$ cat config.mk
export PLATFORM = sky130hd
export DESIGN_NAME = fpu_op_sequencer_flat
export DESIGN_NICKNAME = d
export VERILOG_FILES = /design/src/rtl/fpu_op_sequencer_if.sv /design/src/rtl/fpu_op_sequencer.sv /design/src/flat_wrapper.sv
export SDC_FILE = /design/constraint.sdc
export NUM_CORES = 1
export LEC_CHECK = 0
export CORE_MARGIN = 5
export CORE_UTILIZATION = 51
export DETAILED_ROUTE_END_ITERATION = 16
export GPL_TIMING_DRIVEN = 0
export PLACE_DENSITY_LB_ADDON = 0.1
export SYNTH_ARGS = -nofsm -noshare
export SYNTH_HDL_FRONTEND = slang
export SYNTH_SLANG_ARGS = --single-unit
export TNS_END_PERCENT = 100
$ cat constraint.sdc
create_clock -name clk -period 4.7 [get_ports clk]
set_clock_uncertainty 0.2 [all_clocks]
set_input_delay 0.94 -clock clk [delete_from_list [all_inputs] [get_ports clk]]
set_output_delay 0.94 -clock clk [all_outputs]
set_load 0.02 [all_outputs]
$ cat src/rtl/fpu_op_sequencer_if.sv
// fpu_op_sequencer_if
//   Groups the request, FPU and result signals around the FPU op sequencer.
//   master : stimulus / FPU / consumer side (drives requests, fpu_out, res_ready)
//   slave  : the sequencer (drives in_ready, fpu_*, res_*, busy)
//   Request : in_valid, in_ready, in_opA, in_opB, in_op
//   FPU     : fpu_valid, fpu_opA, fpu_opB, fpu_op (to FPU), fpu_out (from FPU)
//   Result  : res_valid, res_ready, res_data, res_op, res_tag
//   Status  : busy
interface fpu_op_sequencer_if #(
    parameter int TAG_W = 8
);
    logic             in_valid;
    logic             in_ready;
    logic [31:0]      in_opA;
    logic [31:0]      in_opB;
    logic [1:0]       in_op;
    logic             fpu_valid;
    logic [31:0]      fpu_opA;
    logic [31:0]      fpu_opB;
    logic [1:0]       fpu_op;
    logic [31:0]      fpu_out;
    logic             res_valid;
    logic             res_ready;
    logic [31:0]      res_data;
    logic [1:0]       res_op;
    logic [TAG_W-1:0] res_tag;
    logic             busy;

    modport master (
        output in_valid, in_opA, in_opB, in_op, fpu_out, res_ready,
        input  in_ready, fpu_valid, fpu_opA, fpu_opB, fpu_op,
               res_valid, res_data, res_op, res_tag, busy
    );

    modport slave (
        input  in_valid, in_opA, in_opB, in_op, fpu_out, res_ready,
        output in_ready, fpu_valid, fpu_opA, fpu_opB, fpu_op,
               res_valid, res_data, res_op, res_tag, busy
    );
endinterface

$ cat src/rtl/fpu_op_sequencer.sv
// fpu_op_sequencer
//   Issue and capture stage around a fixed-latency pipelined FPU. Requests are
//   buffered in a request FIFO, issued one per cycle when result FIFO credit is
//   available, tracked through a valid/op/tag pipe matching the FPU latency, and
//   the FPU result is captured into a result FIFO with its op and sequence tag.
//   Ports:
//     clk   : clock
//     reset : synchronous, active-high reset
//     bus   : fpu_op_sequencer_if.slave (request, FPU and result handshakes, busy)

// Checker: result FIFO must never be written while full.
module fpu_op_sequencer_chk #(
    parameter int OUT_CW    = 3,
    parameter int OUT_DEPTH = 4
) (
    input logic              clk,
    input logic              reset,
    input logic              cap,
    input logic [OUT_CW-1:0] out_count
);
    localparam logic [OUT_CW-1:0] OUT_FULL = OUT_CW'(OUT_DEPTH);

    a_no_overflow: assert property (@(posedge clk) disable iff (reset)
        !(cap && (out_count == OUT_FULL)));
endmodule

module fpu_op_sequencer #(
    parameter int LATENCY   = 4,
    parameter int IN_DEPTH  = 4,
    parameter int OUT_DEPTH = 4,
    parameter int TAG_W     = 8
) (
    input logic               clk,
    input logic               reset,
    fpu_op_sequencer_if.slave bus
);
    localparam int IN_AW  = $clog2(IN_DEPTH);
    localparam int OUT_AW = $clog2(OUT_DEPTH);
    localparam int IN_CW  = IN_AW + 1;
    localparam int OUT_CW = OUT_AW + 1;
    localparam logic [IN_CW-1:0]  IN_FULL   = IN_CW'(IN_DEPTH);
    localparam logic [OUT_CW:0]   OUT_LIMIT = (OUT_CW + 1)'(OUT_DEPTH);

    // Request FIFO
    logic [31:0]       in_a_mem_r   [IN_DEPTH];
    logic [31:0]       in_b_mem_r   [IN_DEPTH];
    logic [1:0]        in_op_mem_r  [IN_DEPTH];
    logic [TAG_W-1:0]  in_tag_mem_r [IN_DEPTH];
    logic [IN_AW-1:0]  in_wr_r;
    logic [IN_AW-1:0]  in_rd_r;
    logic [IN_CW-1:0]  in_count_r;
    logic [TAG_W-1:0]  tag_cnt_r;

    // Issue registers (pipe stage 0) and latency pipe (stages 1..LATENCY)
    logic              fpu_valid_r;
    logic [31:0]       fpu_opa_r;
    logic [31:0]       fpu_opb_r;
    logic [1:0]        fpu_op_r;
    logic [TAG_W-1:0]  fpu_tag_r;
    logic              pipe_v_r   [1:LATENCY];
    logic [1:0]        pipe_op_r  [1:LATENCY];
    logic [TAG_W-1:0]  pipe_tag_r [1:LATENCY];

    // Result FIFO and credit tracking
    logic [31:0]       out_data_mem_r [OUT_DEPTH];
    logic [1:0]        out_op_mem_r   [OUT_DEPTH];
    logic [TAG_W-1:0]  out_tag_mem_r  [OUT_DEPTH];
    logic [OUT_AW-1:0] out_wr_r;
    logic [OUT_AW-1:0] out_rd_r;
    logic [OUT_CW-1:0] out_count_r;
    logic [OUT_CW-1:0] inflight_r;

    logic              in_ready_s;
    logic              push_s;
    logic              issue_s;
    logic              cap_s;
    logic              pop_s;
    logic [OUT_CW:0]   credit_used_s;

    // Handshake and issue decisions, all from registered state (reset only gates in_ready).
    always_comb begin
        in_ready_s    = (!reset) && (in_count_r < IN_FULL);
        push_s        = bus.in_valid && in_ready_s;
        // Result slots are reserved at issue, so capture can never find the FIFO full.
        credit_used_s = {1'b0, inflight_r} + {1'b0, out_count_r};
        issue_s       = (in_count_r != '0) && (credit_used_s < OUT_LIMIT);
        cap_s         = pipe_v_r[LATENCY];
        pop_s         = (out_count_r != '0) && bus.res_ready;
    end

    // Request FIFO storage.
    always_ff @(posedge clk) begin
        if (push_s) begin
            in_a_mem_r[in_wr_r]   <= bus.in_opA;
            in_b_mem_r[in_wr_r]   <= bus.in_opB;
            in_op_mem_r[in_wr_r]  <= bus.in_op;
            in_tag_mem_r[in_wr_r] <= tag_cnt_r;
        end
    end

    // Request FIFO pointers, occupancy and tag counter.
    always_ff @(posedge clk) begin
        if (reset) begin
            in_wr_r    <= '0;
            in_rd_r    <= '0;
            in_count_r <= '0;
            tag_cnt_r  <= '0;
        end else begin
            if (push_s) begin
                in_wr_r   <= in_wr_r + IN_AW'(1);
                tag_cnt_r <= tag_cnt_r + TAG_W'(1);
            end
            if (issue_s) begin
                in_rd_r <= in_rd_r + IN_AW'(1);
            end
            in_count_r <= in_count_r + IN_CW'(push_s) - IN_CW'(issue_s);
        end
    end

    // Issue registers toward the FPU; operands hold when nothing is issued.
    always_ff @(posedge clk) begin
        if (reset) begin
            fpu_valid_r <= 1'b0;
            fpu_opa_r   <= 32'd0;
            fpu_opb_r   <= 32'd0;
            fpu_op_r    <= 2'd0;
            fpu_tag_r   <= '0;
        end else begin
            fpu_valid_r <= issue_s;
            if (issue_s) begin
                fpu_opa_r <= in_a_mem_r[in_rd_r];
                fpu_opb_r <= in_b_mem_r[in_rd_r];
                fpu_op_r  <= in_op_mem_r[in_rd_r];
                fpu_tag_r <= in_tag_mem_r[in_rd_r];
            end
        end
    end

    // Latency pipe; stage LATENCY lines up with fpu_out of the matching issue.
    always_ff @(posedge clk) begin
        if (reset) begin
            for (int i = 1; i <= LATENCY; i++) begin
                pipe_v_r[i]   <= 1'b0;
                pipe_op_r[i]  <= 2'd0;
                pipe_tag_r[i] <= '0;
            end
        end else begin
            pipe_v_r[1]   <= fpu_valid_r;
            pipe_op_r[1]  <= fpu_op_r;
            pipe_tag_r[1] <= fpu_tag_r;
            for (int i = 2; i <= LATENCY; i++) begin
                pipe_v_r[i]   <= pipe_v_r[i-1];
                pipe_op_r[i]  <= pipe_op_r[i-1];
                pipe_tag_r[i] <= pipe_tag_r[i-1];
            end
        end
    end

    // Result FIFO storage; cleared on reset so the result outputs read zero.
    always_ff @(posedge clk) begin
        if (reset) begin
            for (int i = 0; i < OUT_DEPTH; i++) begin
                out_data_mem_r[i] <= 32'd0;
                out_op_mem_r[i]   <= 2'd0;
                out_tag_mem_r[i]  <= '0;
            end
        end else if (cap_s) begin
            out_data_mem_r[out_wr_r] <= bus.fpu_out;
            out_op_mem_r[out_wr_r]   <= pipe_op_r[LATENCY];
            out_tag_mem_r[out_wr_r]  <= pipe_tag_r[LATENCY];
        end
    end

    // Result FIFO pointers, occupancy and in-flight count.
    always_ff @(posedge clk) begin
        if (reset) begin
            out_wr_r    <= '0;
            out_rd_r    <= '0;
            out_count_r <= '0;
            inflight_r  <= '0;
        end else begin
            if (cap_s) begin
                out_wr_r <= out_wr_r + OUT_AW'(1);
            end
            if (pop_s) begin
                out_rd_r <= out_rd_r + OUT_AW'(1);
            end
            out_count_r <= out_count_r + OUT_CW'(cap_s) - OUT_CW'(pop_s);
            inflight_r  <= inflight_r + OUT_CW'(issue_s) - OUT_CW'(cap_s);
        end
    end

    assign bus.in_ready  = in_ready_s;
    assign bus.fpu_valid = fpu_valid_r;
    assign bus.fpu_opA   = fpu_opa_r;
    assign bus.fpu_opB   = fpu_opb_r;
    assign bus.fpu_op    = fpu_op_r;
    assign bus.res_valid = (out_count_r != '0);
    assign bus.res_data  = out_data_mem_r[out_rd_r];
    assign bus.res_op    = out_op_mem_r[out_rd_r];
    assign bus.res_tag   = out_tag_mem_r[out_rd_r];
    assign bus.busy      = (in_count_r != '0) || (inflight_r != '0) || (out_count_r != '0);

    fpu_op_sequencer_chk #(
        .OUT_CW    (OUT_CW),
        .OUT_DEPTH (OUT_DEPTH)
    ) u_chk (
        .clk       (clk),
        .reset     (reset),
        .cap       (cap_s),
        .out_count (out_count_r)
    );
endmodule

$ cat src/flat_wrapper.sv
// flat-port wrapper written by rule: the top's interface ports become plain ports
module fpu_op_sequencer_flat 
#(
    parameter int LATENCY   = 4,
    parameter int IN_DEPTH  = 4,
    parameter int OUT_DEPTH = 4,
    parameter int TAG_W     = 8
)
  (clk, reset, bus_in_valid, bus_in_opA, bus_in_opB, bus_in_op, bus_fpu_out, bus_res_ready, bus_in_ready, bus_fpu_valid, bus_fpu_opA, bus_fpu_opB, bus_fpu_op, bus_res_valid, bus_res_data, bus_res_op, bus_res_tag, bus_busy);
  fpu_op_sequencer_if #(.TAG_W(TAG_W)) bus_i ();
  input logic clk;
  input logic reset;
  input wire logic [$bits(bus_i.in_valid)-1:0] bus_in_valid;
  input wire logic [$bits(bus_i.in_opA)-1:0] bus_in_opA;
  input wire logic [$bits(bus_i.in_opB)-1:0] bus_in_opB;
  input wire logic [$bits(bus_i.in_op)-1:0] bus_in_op;
  input wire logic [$bits(bus_i.fpu_out)-1:0] bus_fpu_out;
  input wire logic [$bits(bus_i.res_ready)-1:0] bus_res_ready;
  output wire logic [$bits(bus_i.in_ready)-1:0] bus_in_ready;
  output wire logic [$bits(bus_i.fpu_valid)-1:0] bus_fpu_valid;
  output wire logic [$bits(bus_i.fpu_opA)-1:0] bus_fpu_opA;
  output wire logic [$bits(bus_i.fpu_opB)-1:0] bus_fpu_opB;
  output wire logic [$bits(bus_i.fpu_op)-1:0] bus_fpu_op;
  output wire logic [$bits(bus_i.res_valid)-1:0] bus_res_valid;
  output wire logic [$bits(bus_i.res_data)-1:0] bus_res_data;
  output wire logic [$bits(bus_i.res_op)-1:0] bus_res_op;
  output wire logic [$bits(bus_i.res_tag)-1:0] bus_res_tag;
  output wire logic [$bits(bus_i.busy)-1:0] bus_busy;
  assign bus_i.in_valid = bus_in_valid;
  assign bus_i.in_opA = bus_in_opA;
  assign bus_i.in_opB = bus_in_opB;
  assign bus_i.in_op = bus_in_op;
  assign bus_i.fpu_out = bus_fpu_out;
  assign bus_i.res_ready = bus_res_ready;
  assign bus_in_ready = bus_i.in_ready;
  assign bus_fpu_valid = bus_i.fpu_valid;
  assign bus_fpu_opA = bus_i.fpu_opA;
  assign bus_fpu_opB = bus_i.fpu_opB;
  assign bus_fpu_op = bus_i.fpu_op;
  assign bus_res_valid = bus_i.res_valid;
  assign bus_res_data = bus_i.res_data;
  assign bus_res_op = bus_i.res_op;
  assign bus_res_tag = bus_i.res_tag;
  assign bus_busy = bus_i.busy;
  fpu_op_sequencer #(.LATENCY(LATENCY), .IN_DEPTH(IN_DEPTH), .OUT_DEPTH(OUT_DEPTH), .TAG_W(TAG_W)) u_core (.clk(clk), .reset(reset), .bus(bus_i));
endmodule
==> reports/qor.txt <==
status - complete, no violations
clock slew at reported path FFs - 0.06 ns
fin crit period - 4.40 ns
DR WL/cell - 21.7 µm
total number of vias - 13.3k
Final Hold Fails - 0
RSZ-0062 raised after global routing - no
VDD IR max - 0.357 mV
syn nets - 1561
DR pass1 iterations - 9
Post-CTS Setup Inserts - 0
Register-to-Register Setup Slack - 1.16 ns
x dimension of the die - 224 µm
Area growth syn-to-layout - 21.5%
largest net degree at the start of global routing - 52
critical path class - reg -> out
pre-CTS setup slack - -0.144 ns
Final HPWL DP - 33.1 mm
worst setup path start - u_core.in_count_r[2]
CP endpoint kind - primary output
DR vias/cell - 5.58
WHS - 0.234 ns
worst setup path end - bus_busy
share of the yosys chip area belonging to registers - 0.722
Max transition margin - 0.0801
Pwr Density - 554 mW/mm²
Synth cell types - 36
Port Buffers - 213
initial antenna violation count - 6
Worst EP arrival - 3.26 ns
Num CTS Buffers - 61
vias in the first global route - 13.8k
Slew Viols, Final - 0
worst-path maximum fanout - 10
ys flop type - edfxtp_1
proportion of layout cells with a drive suffix above 1 - 0.133
Max Clk Rate - 227 MHz
Synth area leader - edfxtp_1
Startpoint Class - flip-flop
CTS Sinks - 610
Tightest Pin Transition - 1.37 ns
asr flop ratio synth - 0
Initial Util - 0.514
setup TNS - 0 ns
final-stage net count - 1842
CTS Buffer Depth - 3
Min-Delay Path Class - reg -> reg
CTS tree - done
clock network latency to the later pin of the worst-skew pair - 0.62 ns
detailed-route DRC error count - 0
global-route congestion overflow total - 0
top post-synthesis cells by count - edfxtp_1 (464), dfxtp_1 (146), mux4_2 (116)
Yosys top cell area share - 0.597
final WL - 51.6 mm
ranking of synthesized cells by area - edfxtp_1 (60%), dfxtp_1 (13%), mux4_2 (11%), o31ai_1 (2.5%), nand4_1 (2.0%)
Synthesis Warnings - 0
CP required - 3.56 ns
FP Rows - 78
final RePlAce weighted congestion - 0.788
Worst R2R End - u_core.out_data_mem_r[0][10]
Syn Inst Count - 1444
number of synthesized register bits - 610
fin crit share - 0.936
fin util - 0.625
max-cap violations - 0
I/O pin count - 214
Post-synth EDFFs - 464
first-pass GRT wire length - 79.4 mm
Non-Filler Instances - 2379
all-layer global routing usage - 0.205
full die area - 0.0502 mm²
H-tree levels - 2
top-count cell post-synth - edfxtp_1
Worst R2R Path Depth - 3
setup ws final - 0.300 ns
Starting DRT DRC Count - 930
final antenna-violating net count - 0
synthesized area per cell - 16.2 µm²
CTS root buf - clkbuf_16
FF-to-FF Start - u_core.pipe_v_r[0][4]
Syn Std Cell Area - 0.0233 mm²
Leak - 9.72 nW
Core Area - 0.0454 mm²
Final Setup Violations - 0
die span in y - 224 µm
Inst Count DP - 2263
-- area by class of cell --
type | count | area (µm²)
Tap cell | 600 | 751
Timing Repair Buffer | 219 | 2290
Clock buffer | 102 | 1820
Antenna cell | 1 | 2.50
Sequential cell | 610 | 16900
Inverter | 59 | 221
Multi-Input combinational cell | 661 | 5840
Buffer | 113 | 459
Clock inverter | 14 | 119
Fill cell | 3374 | 17000
-- worst max-delay path: stages, from the launching register on --
cell and delay [ns]:
dfxtp_1 0.36, nor3_1 0.53, buf_2 0.42, buf_1 0.51, nand3b_1 0.18, clkdlybuf4s50_1 0.65
-- repair_timing --
action                                  in CTS  in global routing
endpoints found under the setup margin       1                  1
resized for setup                            1                  0
hold buffers                                 0                  0
endpoints found under the hold margin        0                  0
-- power by group --
part           internal [W]  switching (W)
logic               0.00193        0.00243
registers           0.00637       0.000332
clock network       0.00273        0.00193
-- worst min-delay path by stage --
stage,cells past startpoint,slack [ns],endpoint,from
floorplan,1,0.21,u_core.pipe_op_r[0][4],u_core.pipe_op_r[0][2]
global placement,1,0.21,u_core.pipe_tag_r[0][16],u_core.pipe_tag_r[0][8]
detailed placement,1,0.22,u_core.pipe_tag_r[0][27],u_core.pipe_tag_r[0][19]
CTS,1,0.23,u_core.pipe_tag_r[0][27],u_core.pipe_tag_r[0][19]
global route,1,0.24,u_core.pipe_tag_r[0][24],u_core.pipe_tag_r[0][16]
finish,1,0.23,u_core.pipe_tag_r[0][24],u_core.pipe_tag_r[0][16]
-- registers in the layout (all words and copies together) (netlist names), 32 cells and up, named ones only --
signal / cells
u_core.in_b_mem_r: 128
u_core.bus.fpu_opB: 32
u_core.in_a_mem_r: 128
u_core.out_tag_mem_r: 32
u_core.out_data_mem_r: 128
u_core.bus.fpu_opA: 32
u_core.pipe_tag_r: 32
u_core.in_tag_mem_r: 32
-- per-stage QoR --
stage	cell area [µm²]	total power, W
after floorplan	23300	0.00941
after global placement	26200	0.0111
after detailed placement	26400	0.0112
after CTS	28400	0.0159
after global routing	28400	0.0164
final	28400	0.0157
-- cell families after synthesis --
logic type,after synthesis,share of synthesized area
multiplexers,118,0.113
adder cells (fa/ha/maj),15,0.00900
flip-flops,610,0.722
buffers and inverters,173,0.0293
AND/OR/NAND/NOR,348,0.0772
AO/OA/AOI/OAI,168,0.0452
XOR/XNOR,12,0.00450
-- placed cells by master, fill, tap and decap left out, drive strengths merged, types with 8 or more instances in the layout --
cell type / synthesis / routed
dfxtp: 146 / 146
nand2: 48 / 48
mux4: 116 / 116
xnor2: 8 / 8
clkbuf: 79 / 181
nor2: 102 / 102
nand4: 75 / 75
nor2b: 51 / 51
buf: 35 / 40
and2: 46 / 46
a21oi: 79 / 79
clkinv: 0 / 11
clkdlybuf4s50: 0 / 213
ha: 12 / 12
edfxtp: 464 / 464
o31ai: 78 / 78
inv: 59 / 60
-- per-layer routing --
metal	part of all wire	routed length [µm]	track usage	vias up
met5	0.0011	58	0	-
met4	0.024	1230	0.0652	10
met3	0.062	3190	0.0470	80
met2	0.51	26300	0.350	337
met1	0.40	20800	0.262	6745
li1	-	-	-	6098
No activity file was read; power rests on OpenSTA's default activity.
